==> src/rtl/bit_serial_alu_ctrl.sv <==
// Bit-serial ALU sequencer: one 1-bit slice processes a WIDTH-bit operand pair LSB first,
// with carry chaining, subtract setup, SLT fix-up, flag generation and Start/Busy/Done handshake.
module bit_serial_alu_ctrl #(
  parameter int WIDTH = 24
) (
  input  logic             Clock,
  input  logic             ResetN,
  input  logic             Start,
  input  logic [WIDTH-1:0] A,
  input  logic [WIDTH-1:0] B,
  input  logic [2:0]       AluOp,
  output logic             Busy,
  output logic             Done,
  output logic [WIDTH-1:0] Result,
  output logic             CarryOut,
  output logic             Overflow,
  output logic             Zero
);

  localparam int CW = $clog2(WIDTH);
  localparam logic [CW-1:0] LAST_BIT = CW'(WIDTH - 1);

  localparam logic [2:0] OP_AND = 3'b000;
  localparam logic [2:0] OP_OR  = 3'b001;
  localparam logic [2:0] OP_ADD = 3'b010;
  localparam logic [2:0] OP_SUB = 3'b011;
  localparam logic [2:0] OP_XOR = 3'b100;
  localparam logic [2:0] OP_SLT = 3'b101;

  typedef enum logic [1:0] {
    S_IDLE   = 2'b00,
    S_RUN    = 2'b01,
    S_FINISH = 2'b10
  } state_t;

  state_t           state_r, next_state_s;
  logic [WIDTH-1:0] a_sh_r, b_sh_r, res_sh_r;
  logic [2:0]       op_r;
  logic [CW-1:0]    cnt_r;
  logic             carry_r, cin_msb_r, sum_msb_r;
  logic             busy_r, done_r, cout_r, ovf_r, zero_r;
  logic [WIDTH-1:0] result_r;
  logic [1:0]       slice_s;
  logic [WIDTH-1:0] fin_res_s;
  logic             fin_cout_s, fin_ovf_s, ovf_s;

  // One ALU slice; returns {carry_out, result_bit}. Illegal ops yield zero.
  function automatic logic [1:0] alu_slice(input logic a, input logic b, input logic cin,
                                           input logic [2:0] op);
    logic bb;
    bb = ((op == OP_SUB) || (op == OP_SLT)) ? ~b : b;
    case (op)
      OP_AND:                 alu_slice = {1'b0, a & b};
      OP_OR:                  alu_slice = {1'b0, a | b};
      OP_XOR:                 alu_slice = {1'b0, a ^ b};
      OP_ADD, OP_SUB, OP_SLT: alu_slice = {(a & bb) | (cin & (a ^ bb)), a ^ bb ^ cin};
      default:                alu_slice = 2'b00;
    endcase
  endfunction

  // State register.
  always_ff @(posedge Clock or negedge ResetN) begin
    if (!ResetN) state_r <= S_IDLE;
    else         state_r <= next_state_s;
  end

  // Next-state logic.
  always_comb begin
    next_state_s = state_r;
    case (state_r)
      S_IDLE: begin
        if (Start) next_state_s = S_RUN;
        else       next_state_s = S_IDLE;
      end
      S_RUN: begin
        if (cnt_r == LAST_BIT) next_state_s = S_FINISH;
        else                   next_state_s = S_RUN;
      end
      S_FINISH: next_state_s = S_IDLE;
      default:  next_state_s = S_IDLE;
    endcase
  end

  // Current slice evaluation and final result/flag selection.
  always_comb begin
    slice_s    = alu_slice(a_sh_r[0], b_sh_r[0], carry_r, op_r);
    ovf_s      = cin_msb_r ^ carry_r;
    fin_res_s  = {WIDTH{1'b0}};
    fin_cout_s = 1'b0;
    fin_ovf_s  = 1'b0;
    case (op_r)
      OP_ADD, OP_SUB: begin
        fin_res_s  = res_sh_r;
        fin_cout_s = carry_r;
        fin_ovf_s  = ovf_s;
      end
      // Signed less-than: sign of the difference corrected by overflow.
      OP_SLT: begin
        fin_res_s  = {{(WIDTH-1){1'b0}}, sum_msb_r ^ ovf_s};
        fin_cout_s = carry_r;
        fin_ovf_s  = ovf_s;
      end
      OP_AND, OP_OR, OP_XOR: begin
        fin_res_s  = res_sh_r;
        fin_cout_s = 1'b0;
        fin_ovf_s  = 1'b0;
      end
      default: begin
        fin_res_s  = {WIDTH{1'b0}};
        fin_cout_s = 1'b0;
        fin_ovf_s  = 1'b0;
      end
    endcase
  end

  // Operand capture, serial datapath and registered outputs.
  always_ff @(posedge Clock or negedge ResetN) begin
    if (!ResetN) begin
      a_sh_r    <= {WIDTH{1'b0}};
      b_sh_r    <= {WIDTH{1'b0}};
      res_sh_r  <= {WIDTH{1'b0}};
      op_r      <= 3'b000;
      cnt_r     <= {CW{1'b0}};
      carry_r   <= 1'b0;
      cin_msb_r <= 1'b0;
      sum_msb_r <= 1'b0;
      busy_r    <= 1'b0;
      done_r    <= 1'b0;
      result_r  <= {WIDTH{1'b0}};
      cout_r    <= 1'b0;
      ovf_r     <= 1'b0;
      zero_r    <= 1'b1;
    end else begin
      case (state_r)
        S_IDLE: begin
          done_r <= 1'b0;
          if (Start) begin
            a_sh_r  <= A;
            b_sh_r  <= B;
            op_r    <= AluOp;
            carry_r <= ((AluOp == OP_SUB) || (AluOp == OP_SLT)) ? 1'b1 : 1'b0;
            cnt_r   <= {CW{1'b0}};
            busy_r  <= 1'b1;
          end else begin
            busy_r  <= 1'b0;
          end
        end
        S_RUN: begin
          res_sh_r <= {slice_s[0], res_sh_r[WIDTH-1:1]};
          a_sh_r   <= {1'b0, a_sh_r[WIDTH-1:1]};
          b_sh_r   <= {1'b0, b_sh_r[WIDTH-1:1]};
          carry_r  <= slice_s[1];
          cnt_r    <= cnt_r + CW'(1);
          if (cnt_r == LAST_BIT) begin
            cin_msb_r <= carry_r;
            sum_msb_r <= slice_s[0];
          end else begin
            cin_msb_r <= cin_msb_r;
            sum_msb_r <= sum_msb_r;
          end
        end
        S_FINISH: begin
          result_r <= fin_res_s;
          cout_r   <= fin_cout_s;
          ovf_r    <= fin_ovf_s;
          zero_r   <= (fin_res_s == {WIDTH{1'b0}});
          done_r   <= 1'b1;
          busy_r   <= 1'b0;
        end
        default: begin
          done_r <= 1'b0;
          busy_r <= 1'b0;
        end
      endcase
    end
  end

  assign Busy     = busy_r;
  assign Done     = done_r;
  assign Result   = result_r;
  assign CarryOut = cout_r;
  assign Overflow = ovf_r;
  assign Zero     = zero_r;

endmodule

==> config.mk <==
export PLATFORM = sky130hd
export DESIGN_NAME = bit_serial_alu_ctrl
export DESIGN_NICKNAME = d
export VERILOG_FILES = /design/src/rtl/bit_serial_alu_ctrl.sv
export SDC_FILE = /design/constraint.sdc
export NUM_CORES = 1
export LEC_CHECK = 0
export CAP_MARGIN = 20
export CORE_ASPECT_RATIO = 0.9
export CORE_MARGIN = 2
export CORE_UTILIZATION = 55
export CTS_CLUSTER_DIAMETER = 30
export CTS_CLUSTER_SIZE = 20
export DETAILED_ROUTE_END_ITERATION = 7
export GPL_TIMING_DRIVEN = 0
export PLACE_DENSITY_LB_ADDON = 0.05
export SLEW_MARGIN = 10
export SYNTH_ARGS = -nofsm -noshare
export SYNTH_HDL_FRONTEND = slang
export SYNTH_SLANG_ARGS = --single-unit
==> constraint.sdc <==
create_clock -name Clock -period 6.34 [get_ports Clock]
set_input_delay 1.268 -clock Clock [delete_from_list [all_inputs] [get_ports Clock]]
set_output_delay 1.268 -clock Clock [all_outputs]
set_load 0.02 [all_outputs]
# Word level (Yosys, flattened, before mapping)
# Cells that the tools add are included.
[word_totals]
ff_bits = 114
inputBits = 54
output_inout_bits = 29
wordCells = 69
[classes]
addsub = 1
n_eq_ne = 11
muxes = 20
bitwise_logic = 11
reduce_logical = 11
[ops]
columns = ["operator", "n"]
rows = [
  ["$pmux W24 S2", 3],
  ["$mux W24", 2],
  ["$logic_not A24 Y1", 1],
  ["$pmux W5 S2", 1],
  ["$eq A3 B2 Y1 const B", 3],
  ["$eq A3 B3 Y1 const B", 3],
  ["$pmux W2 S4", 1],
  ["$mux W1", 7],
  ["$pmux W1 S2", 3],
  ["$reduce_and A2 Y1", 3],
  ["$add A5 B1 Y5 const B", 1],
  ["$eq A5 B5 Y1 const B", 1],
  ["$mux W5", 1],
  ["$reduce_or A5 Y1", 1],
  ["$xor A1 B1 Y1", 5],
  ["$pmux W2 S2", 1],
  ["$and A1 B1 Y1", 3],
  ["$eq A3 B1 Y1 const B", 1],
  ["$logic_not A3 Y1", 1],
  ["$reduce_or A3 Y1", 1],
  ["$eq A2 B1 Y1 const B", 1],
  ["$eq A2 B2 Y1 const B", 1],
  ["$logic_not A2 Y1", 1],
  ["$logic_or A1 B1 Y1", 2],
  ["other kinds (5)", 6],
]

# Depth between registers and ports, before layout
[depth]
word_depth = 8
mapped_depth = 9
ltp_nobuf = 9

# Least setup slack after synthesis
# Ideal clock, no wire load.
[synth_path]
kind = "register to register"
start = "register op_r[2]"
end = "register sum_msb_r"
setup_ps = 73
t_arrival_ps = 2091
required_time_ps = 6267
slack_ps = 4176
stages_incl_launch_ff = 10
path_buffers = 0
synth_period_minus_slack_ps = 2164
path_cell_list = "dfrtp_1 -> nand2b_1 -> o21a_1 -> nand2b_1 -> xnor2_1 -> fa_1 -> mux2i_1 -> and2_0 -> o32a_1 -> a21oi_2"
[synth_via]
elab_chain_len = 6
word_cells_on_any_way = 12
classes_between = "5 x eq/ne; 2 x mux; 2 x bitwise; 3 x reduce/logical"
[synth_lines]
columns = ["element", "line_no", "source"]
rows = [
  ["start: declaration", "38", "logic [2:0] op_r;"],
  ["start signal: assignment", "140", "op_r <= AluOp;"],
  ["$eq A3 B2 Y1 / $eq A3 B3 Y1 (equally long branches)", "51, 52", ""],
  ["$logic_or A1 B1 Y1", "51", "bb = ((op == OP_SUB) || (op == OP_SLT)) ? ~b : b;"],
  ["$mux W1", "51", ""],
  ["$xor A1 B1 Y1 (2 in series)", "56", "OP_ADD, OP_SUB, OP_SLT: alu_slice = {(a & bb) | (cin & (a ^ bb)), a ^ bb ^ cin};"],
  ["$pmux W2 S4 *", "52", "case (op)"],
  ["end signal: assignment", "156", "sum_msb_r <= slice_s[0];"],
  ["end signal: assignment", "159", "sum_msb_r <= sum_msb_r;"],
  ["end: declaration", "40", "logic carry_r, cin_msb_r, sum_msb_r;"],
]
# Every way passes the cells marked *; elsewhere a longest branch is shown, timed or not.
# A chain may end at the register's enable or synchronous reset.

# Worst setup path in the final report
[layout_path]
start = "register zero_r (netlist: Zero)"
end = "output port Zero"
[layout_rtl]
columns = ["element", "line_no", "source"]
rows = [
  ["start: declaration", "41", "logic busy_r, done_r, cout_r, ovf_r, zero_r;"],
  ["start signal: assignment", "166", "zero_r <= (fin_res_s == {WIDTH{1'b0}});"],
  ["end: declaration", "17", "output logic Zero"],
]
# No word-level cell between the ends.

==> impl_metrics.env <==
export IMPL_wl_per_cell_um=14.2
export IMPL_ys_seq_elements=114
export IMPL_fp_row_count=32
export IMPL_ant_nets=0
export IMPL_relSlewSlack_pct=69.9
export IMPL_worstPathArrival_ns=1.63
export IMPL_drt_pass1_iter_count=7
export IMPL_ys_types=41
export IMPL_ys_flop_type="dfrtp_1"
export IMPL_ys_seq_area_share_pct=58.4
export IMPL_num_io_pins=83
export IMPL_clockBufferDepth=2
export IMPL_cts_tree="built"
export IMPL_cp_start_kind="register"
export IMPL_gp_congestion=0.859
export IMPL_synthDominantCellAreaShare_pct=57.8
export IMPL_cts_repair_resized=0
export IMPL_layout_commonest_cell="nand2_1"
export IMPL_synth_warnings=0
export IMPL_grt_ovfl_total=0
export IMPL_core_um2=8610
export IMPL_rrSetupSlack_ns=3.96
export IMPL_worst_pin_slew_ns=0.451
export IMPL_antenna_cells=0
export IMPL_drive_gt1_share_pct=9.19
export IMPL_cts_hold_buf=0
export IMPL_die_h_um=93.5
export IMPL_hold_end="Result[7]"
export IMPL_crit_type="reg -> out"
export IMPL_synthesis_area_um2=4890
export IMPL_worstPathCellList="clkdlybuf4s50_1"
export IMPL_syn_inst=549
export IMPL_grt_use_total_pct=25.7
export IMPL_hold_violations=0
export IMPL_peakVddDrop_mv=0.253
export IMPL_period_minus_slack_ns=2.90
export IMPL_clk_latency_ns=0.51
export IMPL_drt_iter0_drc=170
export IMPL_hold_path_class="reg -> reg"
export IMPL_whs_path_depth=2
export IMPL_cp_slowest_cell="clkdlybuf4s50_1"
export IMPL_place_inst=751
export IMPL_worstPathMaxFanout=2
export IMPL_reg2reg_to="sum_msb_r"
export IMPL_synth_async_sr_flop_share_pct=100
export IMPL_vias=4116
export IMPL_finalCritPeriodShare_pct=45.8
export IMPL_leakagePower_nw=3.10
export IMPL_cap_violations=0
export IMPL_route_detailed_drc=0
export IMPL_fin_skew_ns=0.00526
export IMPL_final_cells=783
export IMPL_regArea_um2=2850
export IMPL_cp_end_kind="output port"
export IMPL_rsz0062_at_grt="false"
export IMPL_total_power_w=0.00301
export IMPL_synth_nets=607
export IMPL_cp_depth=1
export IMPL_r2r_start="op_r[0]"
export IMPL_placed_area_um2=5890
export IMPL_grt_antenna_before_repair=0
export IMPL_die_x_um=103
export IMPL_finalSetupViolCount=0
export IMPL_nFillCells=639
export IMPL_utilization_pct=75.1
export IMPL_synth_edf_count=0
export IMPL_clock_sinks=114
export IMPL_multiInputGateArea_um2=1850
export IMPL_max_stage_delay_ns=0.60
export IMPL_htreeDepth=4
export IMPL_grt_first_pass_wirelength_um=19200
export IMPL_crit_buf_inv=1
export IMPL_avgViaCountPerCell=5.26
export IMPL_holdCritStartpoint="Result[7]"
export IMPL_root_buffer="clkbuf_8"
export IMPL_postSynthAreaPerCell_um2=8.91
export IMPL_outcome="finished clean"
export IMPL_numCtsBuffers=17
export IMPL_die_area_um2=9660
export IMPL_final_cell_mix="nand2_1 (238), dfrtp_1 (113), clkdlybuf4s50_1 (81)"
export IMPL_fin_area_um2=6470
export IMPL_port_buffers=82
export IMPL_grt_max_degree=83
export IMPL_whs_ns=0.461
export IMPL_start_util_pct=56.8
export IMPL_yosysTopAreaCell="dfrtp_1"
export IMPL_synth_area_leaders="dfrtp_1 (58%), nand2_1 (18%), a31oi_1 (3.2%)"
export IMPL_p_per_area_nw_per_um2=465
export IMPL_rr_worst_depth=9
export IMPL_final_nets=709
export IMPL_path_delay_family="buffers and inverters"
export IMPL_routed_wl_um=11100
export IMPL_grt_pass1_vias=4063
export IMPL_post_cts_buffers=0
export IMPL_slew_violations=0
export IMPL_clk_pin_slew_ns=0.06
export IMPL_critPathRequiredTime_ns=5.07
export IMPL_syn2layout_area_growth_pct=32.2
export IMPL_timing_fmax_mhz=345
export IMPL_hpwlAfterDp_um=7430
tightest hold or removal path: cells and delay by family (launching register included):
family	cells	cell delay, ns
DFF	1	0.34
and+or+nand+nor	2	0.09
worst max path at each step:
| stage | start | endpoint | slack, ns |
|---|---|---|---|
| after floorplan | op_r[2] | sum_msb_r | 4.18 |
| after global placement | ResetN | b_sh_r[14] | -0.25 |
| after detailed placement | Start | b_sh_r[17] | 3.50 |
| after CTS | Zero | Zero | 3.42 |
| after global routing | Zero | Zero | 3.40 |
| final | Zero | Zero | 3.44 |
cell families after synthesis:
family	count (synthesis)	synth area share (%)
AO/OA/AOI/OAI	69	9.16
XOR/XNOR	4	0.716
adder cells (fa/ha/maj)	4	1.18
buffers and inverters	37	3.76
flip-flops	114	58.4
multiplexers	2	0.435
AND/OR/NAND/NOR	319	26.4
metal layers:
metal / wire length (µm) / track usage (%)
met1: 4870 / 34.0
met5: 0 / 0
met4: 204 / 8.99
met3: 504 / 6.13
met2: 5550 / 41.6
per-stage QoR:
step	setup WS, ns	TNS, ns
2_1_floorplan	4.18	0
3_3_place_gp	-0.252	-27.53
3_5_place_dp	3.50	0
4_1_cts	3.42	0
5_1_grt	3.40	0
6_report	3.44	0
report_power, final:
| part | switching [W] | total (W) | internal (W) |
|---|---|---|---|
| clock network | 0.000320 | 0.000926 | 0.000606 |
| logic | 0.000501 | 0.000870 | 0.000369 |
| registers | 0.000213 | 0.00121 | 0.000998 |
| total | 0.00103 | 0.00301 | 0.00197 |
synth_stat cells (5+ instances only):
| cell type | count |
|---|---|
| a22oi_1 | 19 |
| a31oi_1 | 25 |
| buf_2 | 21 |
| buf_4 | 5 |
| clkbuf_1 | 7 |
| dfrtp_1 | 113 |
| nand2_1 | 238 |
| nand3_1 | 25 |
| nor2_1 | 34 |
| nor4_1 | 5 |
| o21ai_0 | 8 |
| o21ai_1 | 5 |
flip-flops by register name, indices dropped and copies added, names as in the netlist:
name       cells
Busy           1
CarryOut       1
Done           1
Overflow       1
Result        24
Zero           1
a_sh_r        24
b_sh_r        24
carry_r        1
cin_msb_r      1
cnt_r          5
op_r           3
res_sh_r      24
state_r        2
sum_msb_r      1
final cells by class:
| class | count | area share, % |
|---|---|---|
| Buffer | 34 | 2.67 |
| Clock buffer | 22 | 6.85 |
| Clock inverter | 10 | 2.07 |
| Inverter | 3 | 0.174 |
| Multi-Input combinational cell | 398 | 28.7 |
| Sequential cell | 114 | 44.1 |
| Tap cell | 119 | 2.30 |
| Timing Repair Buffer | 83 | 13.1 |
Power figures use the tool's default switching activity.
